`src/rtl/cs_pkg.sv`:
```
// Shared constants and state type for the approximate-average sequence controller.
package cs_pkg;

  localparam int N  = 9;   // window length in samples
  localparam int DW = 8;   // sample width
  localparam int OW = 10;  // result width
  localparam int SW = 12;  // running-sum width

  typedef enum logic [2:0] {
    IDLE   = 3'd0,
    AVG    = 3'd1,
    SEARCH = 3'd2,
    CALC   = 3'd3,
    OUT    = 3'd4
  } cs_state_t;

endpackage

```
`src/rtl/cs_div9.sv`:
```
// Exact floor division of the 12-bit window sum by 9 (purely combinational).
module cs_div9
  import cs_pkg::*;
(
  input  logic [SW-1:0] din,
  output logic [8:0]    q
);

  logic [SW-1:0] q_full;

  // 4095 / 9 = 455, so the quotient always fits in 9 bits.
  assign q_full = din / SW'(9);
  assign q      = q_full[8:0];

endmodule

```
`src/rtl/cs_seq_ctrl.sv`:
```
// Sequence controller: fills an N-sample window, then per accepted sample computes
// y = (9*appr + sum) >> 3, where appr is the largest window value not above floor(sum/9).
//
// Handshakes: a transfer happens on a rising edge where valid and ready are both 1.
// in_ready is 1 only in IDLE; y_valid is 1 only in OUT and y_data is held until y_ready.
module cs_seq_ctrl #(
  parameter int N  = cs_pkg::N,
  parameter int DW = cs_pkg::DW,
  parameter int OW = cs_pkg::OW
) (
  input  logic                clk,
  input  logic                reset,
  input  logic                in_valid,
  output logic                in_ready,
  input  logic [DW-1:0]       in_data,
  output logic                win_shift,
  output logic [3:0]          rd_idx,
  input  logic [DW-1:0]       rd_data,
  input  logic [cs_pkg::SW-1:0] sum_in,
  output logic                y_valid,
  input  logic                y_ready,
  output logic [OW-1:0]       y_data,
  output logic                busy
);

  import cs_pkg::*;

  localparam logic [3:0] NL = 4'(N);

  cs_state_t     state;
  logic [3:0]    fcnt;
  logic [3:0]    sidx;
  logic [DW-1:0] appr;
  logic [8:0]    avg_reg;
  logic [SW-1:0] sum_reg;
  logic [OW-1:0] y_reg;
  logic [8:0]    avg_next;
  logic          accept;
  logic          cand_ok;
  logic [12:0]   calc;
  logic [12:0]   calc_sh;

  cs_div9 u_div9 (
    .din (sum_in),
    .q   (avg_next)
  );

  // Output decodes straight from the state register.
  assign in_ready  = (state == IDLE);
  assign accept    = in_valid & in_ready;
  assign win_shift = accept;
  assign busy      = (state != IDLE);
  assign y_valid   = (state == OUT);
  assign y_data    = y_reg;
  assign rd_idx    = (state == SEARCH) ? sidx : 4'd0;

  // Candidate must not exceed the average and must beat the current best;
  // strict '>' keeps the earlier index on a tie.
  assign cand_ok = (SW'(rd_data) <= SW'(avg_reg)) && (rd_data > appr);

  // 13-bit intermediate: 9*255 + 2295 = 4590 at most.
  assign calc    = (13'(appr) * 13'd9) + 13'(sum_reg);
  assign calc_sh = calc >> 3;

  // Main FSM with fill counter, search index and result registers.
  always_ff @(posedge clk or posedge reset) begin
    if (reset) begin
      state   <= IDLE;
      fcnt    <= 4'd0;
      sidx    <= 4'd0;
      appr    <= '0;
      avg_reg <= '0;
      sum_reg <= '0;
      y_reg   <= '0;
    end else begin
      case (state)
        IDLE: begin
          if (accept) begin
            if (fcnt != NL) fcnt <= fcnt + 4'd1;
            // Post-increment count reaches N: the window is full.
            if (fcnt >= NL - 4'd1) state <= AVG;
          end
        end
        AVG: begin
          sum_reg <= sum_in;
          avg_reg <= avg_next;
          appr    <= '0;
          sidx    <= 4'd0;
          state   <= SEARCH;
        end
        SEARCH: begin
          if (cand_ok) appr <= rd_data;
          if (sidx == NL - 4'd1) begin
            sidx  <= 4'd0;
            state <= CALC;
          end else begin
            sidx <= sidx + 4'd1;
          end
        end
        CALC: begin
          y_reg <= calc_sh[OW-1:0];
          state <= OUT;
        end
        OUT: begin
          if (y_ready) state <= IDLE;
        end
        default: state <= IDLE;
      endcase
    end
  end

endmodule

```
`config.mk`:
```
export PLATFORM = sky130hd
export DESIGN_NAME = cs_seq_ctrl
export DESIGN_NICKNAME = d
export VERILOG_FILES = /design/src/rtl/cs_pkg.sv /design/src/rtl/cs_div9.sv /design/src/rtl/cs_seq_ctrl.sv
export SDC_FILE = /design/constraint.sdc
export NUM_CORES = 1
export LEC_CHECK = 0
export BUFFER_PORTS_ARGS = -buffer_cell sky130_fd_sc_hd__buf_4
export CORE_AREA = 2 2 63 124
export CTS_CLUSTER_SIZE = 20
export DETAILED_ROUTE_END_ITERATION = 10
export DIE_AREA = 0 0 65 126
export GPL_TIMING_DRIVEN = 0
export PLACE_DENSITY = 0.79
export SKIP_LAST_GASP = 1
export SYNTH_ARGS = -nofsm -noshare
export SYNTH_HDL_FRONTEND = slang
export SYNTH_SLANG_ARGS = --single-unit
```
`constraint.sdc`:
```
create_clock -name clk -period 4.1 [get_ports clk]
set_input_delay 0.41 -clock clk [delete_from_list [all_inputs] [get_ports clk]]
set_output_delay 0.41 -clock clk [all_outputs]
set_load 0.005 [all_outputs]
```
* Word-level counts from Yosys, hierarchy flattened
Index checks and enable logic that the tools add are counted.
** Storage, ports and cells
- Bits in registers :: 50
- Bits of input ports :: 32
- Output and inout bits :: 18
** Cells by class
- $add $sub $neg :: 3
- Multipliers :: 1
- Div/mod/pow operators :: 1
- Magnitude comparators :: 3
- Equal/unequal tests :: 11
- Mux-type cells :: 10
- Bitwise logic cells :: 1
- Reductions and logical operators :: 7
** Operators by type and width (number)
- case mux 8 bit (2 select lines) :: 1
- case mux 3 bit (5 select lines) :: 1
- adder 12 x 12 -> 13 bit :: 1
- divider 12 x 4 -> 12 bit (second input constant) :: 1
- multiplier 8 x 4 -> 12 bit (second input constant) :: 1
- 2-to-1 mux 3 bit :: 4
- less-or-equal comparator 8 x 9 -> 1 bit :: 1
- adder 4 x 1 -> 4 bit (second input constant) :: 2
- greater-than comparator 8 bit :: 1
- 2-to-1 mux 4 bit :: 2
- 2-to-1 mux 8 bit :: 1
- != test 2 x 1 -> 1 bit (second input constant) :: 4
- case mux 4 bit (2 select lines) :: 1
- equality test 3 x 2 -> 1 bit (second input constant) :: 2
- equality test 4 bit (second input constant) :: 1
- >= comparator 4 bit (second input constant) :: 1
- != test 4 bit (second input constant) :: 1
- AND reduction 4 bit :: 1
- equality test 3 x 1 -> 1 bit (second input constant) :: 1
- equality test 3 bit (second input constant) :: 1
- logical NOT 3 bit :: 1
- AND reduction 3 bit :: 1
- nonzero test 3 bit :: 1
- != test 2 bit (second input constant) :: 1
- 4 further kinds :: 4

* Longest topological paths before layout
- Depth in word-level cells :: 4
- Gate-level depth with buffers :: 18
- Depth with buffers taken out :: 17

* Hierarchy
From an unflattened synthesis, not the netlist that was laid out.
** Unflattened totals
- Cell total of the unflattened synthesis :: 554
- Area, all modules :: 4624.4 µm²
** Modules (own cells, without submodules)
- cs_seq_ctrl :: times used 1, cells an instance 342, area each 3131.8 µm²
- cs_div9 :: times used 1, cells an instance 212, area each 1492.7 µm²

* Worst setup path before layout
Ideal clock, no wire load.
- Path kind :: input to register
- Start point :: in sum_in[7] in the netlist's numbering
- End point :: reg avg_reg[0]
- Setup time :: 0.077 ns
- Data arrival time :: 3.855 ns
- Path slack :: 0.167 ns
- Cell stages on the path :: 17
- Path buffers :: 2
- Cell sequence :: nand2b_1 buf_6 or3_1 a211o_1 and2_1 clkbuf_1 o311a_1 a21o_1 a22o_1 nor3b_2 o21ai_0 o21ai_1 ha_1 nand2_1 nor4bb_1 o41ai_2 a21oi_1
** Between the ends
- Word-level cells in the longest chain between the ends :: 1
** RTL lines
- start: declaration :: RTL line cs_seq_ctrl.sv:19 : input logic [cs_pkg::SW-1:0] sum_in,
- divider 12 x 4 -> 12 bit :: RTL line cs_div9.sv:12 : assign q_full = din / SW'(9);
- end signal: assignment :: RTL line cs_seq_ctrl.sv:86 : avg_reg <= avg_next;
- end: declaration :: RTL line cs_seq_ctrl.sv:34 : logic [8:0] avg_reg;
No other way between the ends.
A chain may end at the register's enable or synchronous reset.

* Worst setup path in the final report
Same ends and word-level chain as after synthesis.

==> PnR_summary.wiki <==
{| class="wikitable"
! Metric !! Value
|-
| Result of the run || finished, final reports clean
|-
| GP Congestion || 0.960
|-
| Yosys Warn Count || 0
|-
| Overall fraction of global-route tracks in use || 26.1%
|-
| Area of the multi-input gates || 0.00276 sq mm
|-
| Worst setup skew after layout || 5.77 ps
|-
| Simple logic cell fraction of the synthesized area || 19.1%
|-
| Clock-pin slew on the worst setup and hold paths || 70 ps
|-
| Global-route wire length before repair || 17000 microns
|-
| Number of placed I/O pins || 50
|-
| Arithmetic-cell share of the synthesized area counting full adders, half adders and majority gates || 15.5%
|-
| Sequential Area || 0.00125 sq mm
|-
| Worst-margin pin slew || 960 ps
|-
| Worst-skew pair later-pin latency || 300 ps
|-
| Initial cell density of the core || 58.0%
|-
| Highest Clock Rate || 253 MHz
|-
| Number of violations of the max-capacitance limit || 0
|-
| Final layout net count || 634
|-
| Post-layout min period || 3960 ps
|-
| Final cycle utilization of the critical path || 96.6%
|-
| Commonest cells after routing, fill and taps aside || 58 x sky130_fd_sc_hd__nand2_1, 54 x sky130_fd_sc_hd__o21ai_0, 52 x sky130_fd_sc_hd__inv_1, 50 x sky130_fd_sc_hd__dfrtp_1, 44 x sky130_fd_sc_hd__buf_4
|-
| N_diodes || 0
|-
| Die Footprint || 0.00819 sq mm
|-
| Compound-cell area share of the yosys netlist || 22.9%
|-
| Number of instances in the synthesized netlist || 503
|-
| Crit-path max FO || 9
|-
| Filler instances || 589
|-
| Die Width || 65 microns
|-
| Vias after detailed routing || 3874
|-
| Post-DRT Antenna Nets || 0
|-
| Remaining routing DRC violations || 0
|-
| Overall power after layout || 2.91 mW
|-
| Clock tree from TritonCTS || yes
|-
| Setup violators final || 0
|-
| Leakage power of the design || 2.38 nW
|-
| Final HPWL from detailed placement || 7840 microns
|-
| Post-placement cell count || 636
|-
| Antenna violations before repair || 0
|-
| Path category of the worst min-delay check || input port to async pin
|-
| Total congestion overflow || 0
|-
| Dominant combinational cell family by area after synthesis || compound AO/OA/AOI/OAI gates
|-
| Final Max Tran Viols || 0
|-
| Cell chosen for the clock root || sky130_fd_sc_hd__clkbuf_16
|-
| Post-synth EDFFs || 0
|-
| Wire length reported by the detailed router || 10100 microns
|-
| Final routed wire length divided by cell count || 15.6 microns
|-
| Core Footprint || 0.00721 sq mm
|-
| Pin count of the biggest net entering global routing || 45
|-
| Register area share after synthesis || 29.9%
|-
| Count of placed standard cells in the final layout, fillers left out || 647
|-
| Power density over cell area || 587 mW/mm^2
|-
| Post-synthesis xor/xnor area fraction || 3.14%
|-
| Number of rows created at floorplan || 44
|-
| Max IR drop VDD || 0.252 mV
|-
| Critical path capture point type || flop
|-
| Critical Setup Path Class || input port to flop
|-
| Router iterations before antenna repair || 5
|-
| Most instantiated flip-flop cell in the synthesis netlist || sky130_fd_sc_hd__dfrtp_1
|-
| Count of final hold-check violations || 0
|-
| Count of cell types in the netlist || 69
|-
| Number of sinks on the clock net || 50
|-
| Share of layout cells above drive strength 1 || 16.6%
|-
| Type of origin of the critical path || input port
|-
| Share of cell area taken by muxes after synthesis || 2.45%
|-
| Layout overhead on the synthesized area || 18.6%
|-
| Via count of the first global-routing pass || 3874
|-
| Share of flip-flops with an asynchronous set or reset after synthesis || 100%
|-
| Iteration-0 DRC count of the detailed router || 235
|-
| Hold slack || 9.11 ps
|-
| Register bit total from synthesis || 50
|-
| Die extent in y || 126 microns
|-
| Mean cell area of the mapped netlist || 8.32 sq um
|-
| Post-synthesis cell area || 0.00418 sq mm
|-
| Clock buffer count from CTS || 5
|-
| Number of vias per cell || 5.99
|-
| Number of port buffers || 40
|-
| Crit path arrival time || 4180 ps
|-
| Slew Limit Headroom || 35.9%
|-
| CTS Hold Buffers Added || 0
|-
| Clock H-tree levels || 2
|-
| Number of nets in the synthesized netlist || 583
|-
| Largest register FFs || 12
|-
| Most common library cell in the layout ignoring fill and taps || sky130_fd_sc_hd__nand2_1
|-
| Maximum root-to-sink buffer count || 2
|-
| Data required time of the worst path || 4320 ps
|}
-- logic make-up (layout without fill, tap and decap cells) --
| logic type | after synthesis | after routing |
|---|---|---|
| and+or+nand+nor | 157 | 157 |
| AOI/OAI and AO/OA | 149 | 149 |
| buffers and inverters | 73 | 125 |
| DFF | 50 | 50 |
| adders and majority gates | 49 | 49 |
| xor gates and xnor gates | 15 | 15 |
| muxes | 10 | 10 |
-- where the power goes --
part | internal, mW | switching (mW)
Combinational | 0.682 | 0.826
Sequential | 0.703 | 0.152
Clock | 0.366 | 0.181
-- final cells by class --
type	count	share of cell area, %
clock buffer	6	2.80
sequential	50	25.2
inverter	53	4.01
clock inverter	2	1.21
multi-input combinational	380	55.6
buffer	19	1.77
timing repair buffer	45	7.06
tap	92	2.32
-- synth_stat cells, types with 2 or more instances --
library cell / number / share of area [%]
sky130_fd_sc_hd__a2111oi_0: 2 / 0.42
sky130_fd_sc_hd__a211o_1: 2 / 0.42
sky130_fd_sc_hd__a211oi_1: 4 / 0.72
sky130_fd_sc_hd__a21o_1: 6 / 1.1
sky130_fd_sc_hd__a21oi_1: 28 / 3.4
sky130_fd_sc_hd__a221oi_1: 2 / 0.42
sky130_fd_sc_hd__a22o_1: 2 / 0.42
sky130_fd_sc_hd__a22oi_1: 3 / 0.54
sky130_fd_sc_hd__a311oi_1: 2 / 0.42
sky130_fd_sc_hd__a31oi_1: 5 / 0.75
sky130_fd_sc_hd__and2_1: 7 / 1.0
sky130_fd_sc_hd__buf_2: 6 / 0.72
sky130_fd_sc_hd__clkbuf_1: 12 / 1.1
sky130_fd_sc_hd__dfrtp_1: 50 / 30
sky130_fd_sc_hd__fa_1: 5 / 2.4
sky130_fd_sc_hd__ha_1: 43 / 13
sky130_fd_sc_hd__inv_1: 53 / 4.8
sky130_fd_sc_hd__mux2_2: 2 / 0.54
sky130_fd_sc_hd__mux2i_1: 8 / 1.9
sky130_fd_sc_hd__nand2_1: 59 / 5.3
sky130_fd_sc_hd__nand2b_1: 10 / 1.5
sky130_fd_sc_hd__nand3_1: 6 / 0.72
sky130_fd_sc_hd__nand3b_1: 3 / 0.54
sky130_fd_sc_hd__nand4_1: 9 / 1.3
sky130_fd_sc_hd__nor2_1: 24 / 2.2
sky130_fd_sc_hd__nor2b_1: 11 / 1.6
sky130_fd_sc_hd__nor3_1: 9 / 1.1
sky130_fd_sc_hd__nor3b_1: 3 / 0.54
sky130_fd_sc_hd__nor4bb_1: 2 / 0.48
sky130_fd_sc_hd__o211ai_1: 4 / 0.72
sky130_fd_sc_hd__o21a_1: 5 / 0.90
sky130_fd_sc_hd__o21ai_0: 56 / 6.7
sky130_fd_sc_hd__o21ai_1: 2 / 0.24
sky130_fd_sc_hd__o21bai_1: 4 / 0.72
sky130_fd_sc_hd__o221ai_1: 2 / 0.42
sky130_fd_sc_hd__o22ai_1: 2 / 0.30
sky130_fd_sc_hd__o311a_1: 2 / 0.48
sky130_fd_sc_hd__or2_2: 2 / 0.30
sky130_fd_sc_hd__or3_1: 2 / 0.30
sky130_fd_sc_hd__or3b_2: 2 / 0.42
sky130_fd_sc_hd__xnor2_1: 12 / 2.5
sky130_fd_sc_hd__xor2_1: 3 / 0.63
-- metal layers --
layer | GRT usage [%] | routed length, microns | share of wire [%] | up-vias
met3 | 3.04 | 351 | 3.5 | 27
met5 | 0 | 0 | 0 | -
met4 | 11.9 | 357 | 3.5 | 0
met2 | 51.5 | 5740 | 57 | 119
li1 | - | - | - | 1884
met1 | 25.7 | 3650 | 36 | 1844
-- critical path, cell delays in order --
cell	delay, ps
sky130_fd_sc_hd__buf_4	120
sky130_fd_sc_hd__nand2b_1	140
sky130_fd_sc_hd__buf_6	140
sky130_fd_sc_hd__or3_1	340
sky130_fd_sc_hd__a211o_4	380
sky130_fd_sc_hd__a32oi_4	280
sky130_fd_sc_hd__or3b_4	430
sky130_fd_sc_hd__o31a_1	340
sky130_fd_sc_hd__or2_4	250
sky130_fd_sc_hd__o21ai_0	80
sky130_fd_sc_hd__o21ai_1	110
sky130_fd_sc_hd__buf_4	150
sky130_fd_sc_hd__ha_1	180
sky130_fd_sc_hd__a221o_1	320
sky130_fd_sc_hd__a211oi_1	260
sky130_fd_sc_hd__a311oi_1	80
sky130_fd_sc_hd__a21oi_1	150
-- repair_timing --
item	CTS	global route
setup buffers	1	3
gates resized for setup	2	23
setup endpoints to repair	1	2
pin swaps	1	6
gates cloned	0	0
-- path summary, 6_finish.rpt --
kind,from,end,slack [ps],depth (start not counted)
max,sum_in[7],avg_reg[0],140,17
min,reset,sidx[3],9,2
max reg2reg,appr[4],y_data[9],760,17
min reg2reg,avg_reg[7],avg_reg[7],480,2
max in group asynchronous,reset,appr[0],3620,3
min in group clk,y_ready,state[2],300,2
-- stage by stage --
step	setup slack, ps	utilization, %	cell area, sq um	setup TNS [ps]
CTS	35.9	67.0	4830	0
finish	141	68.8	4960	0
global route	-7.21	68.8	4960	-10.9
detailed placement	-403	64.0	4620	-586
floorplan	167	-	4180	0
global placement	-309	63.8	4600	-430
Note: power is estimated with default switching activity, not from simulation.
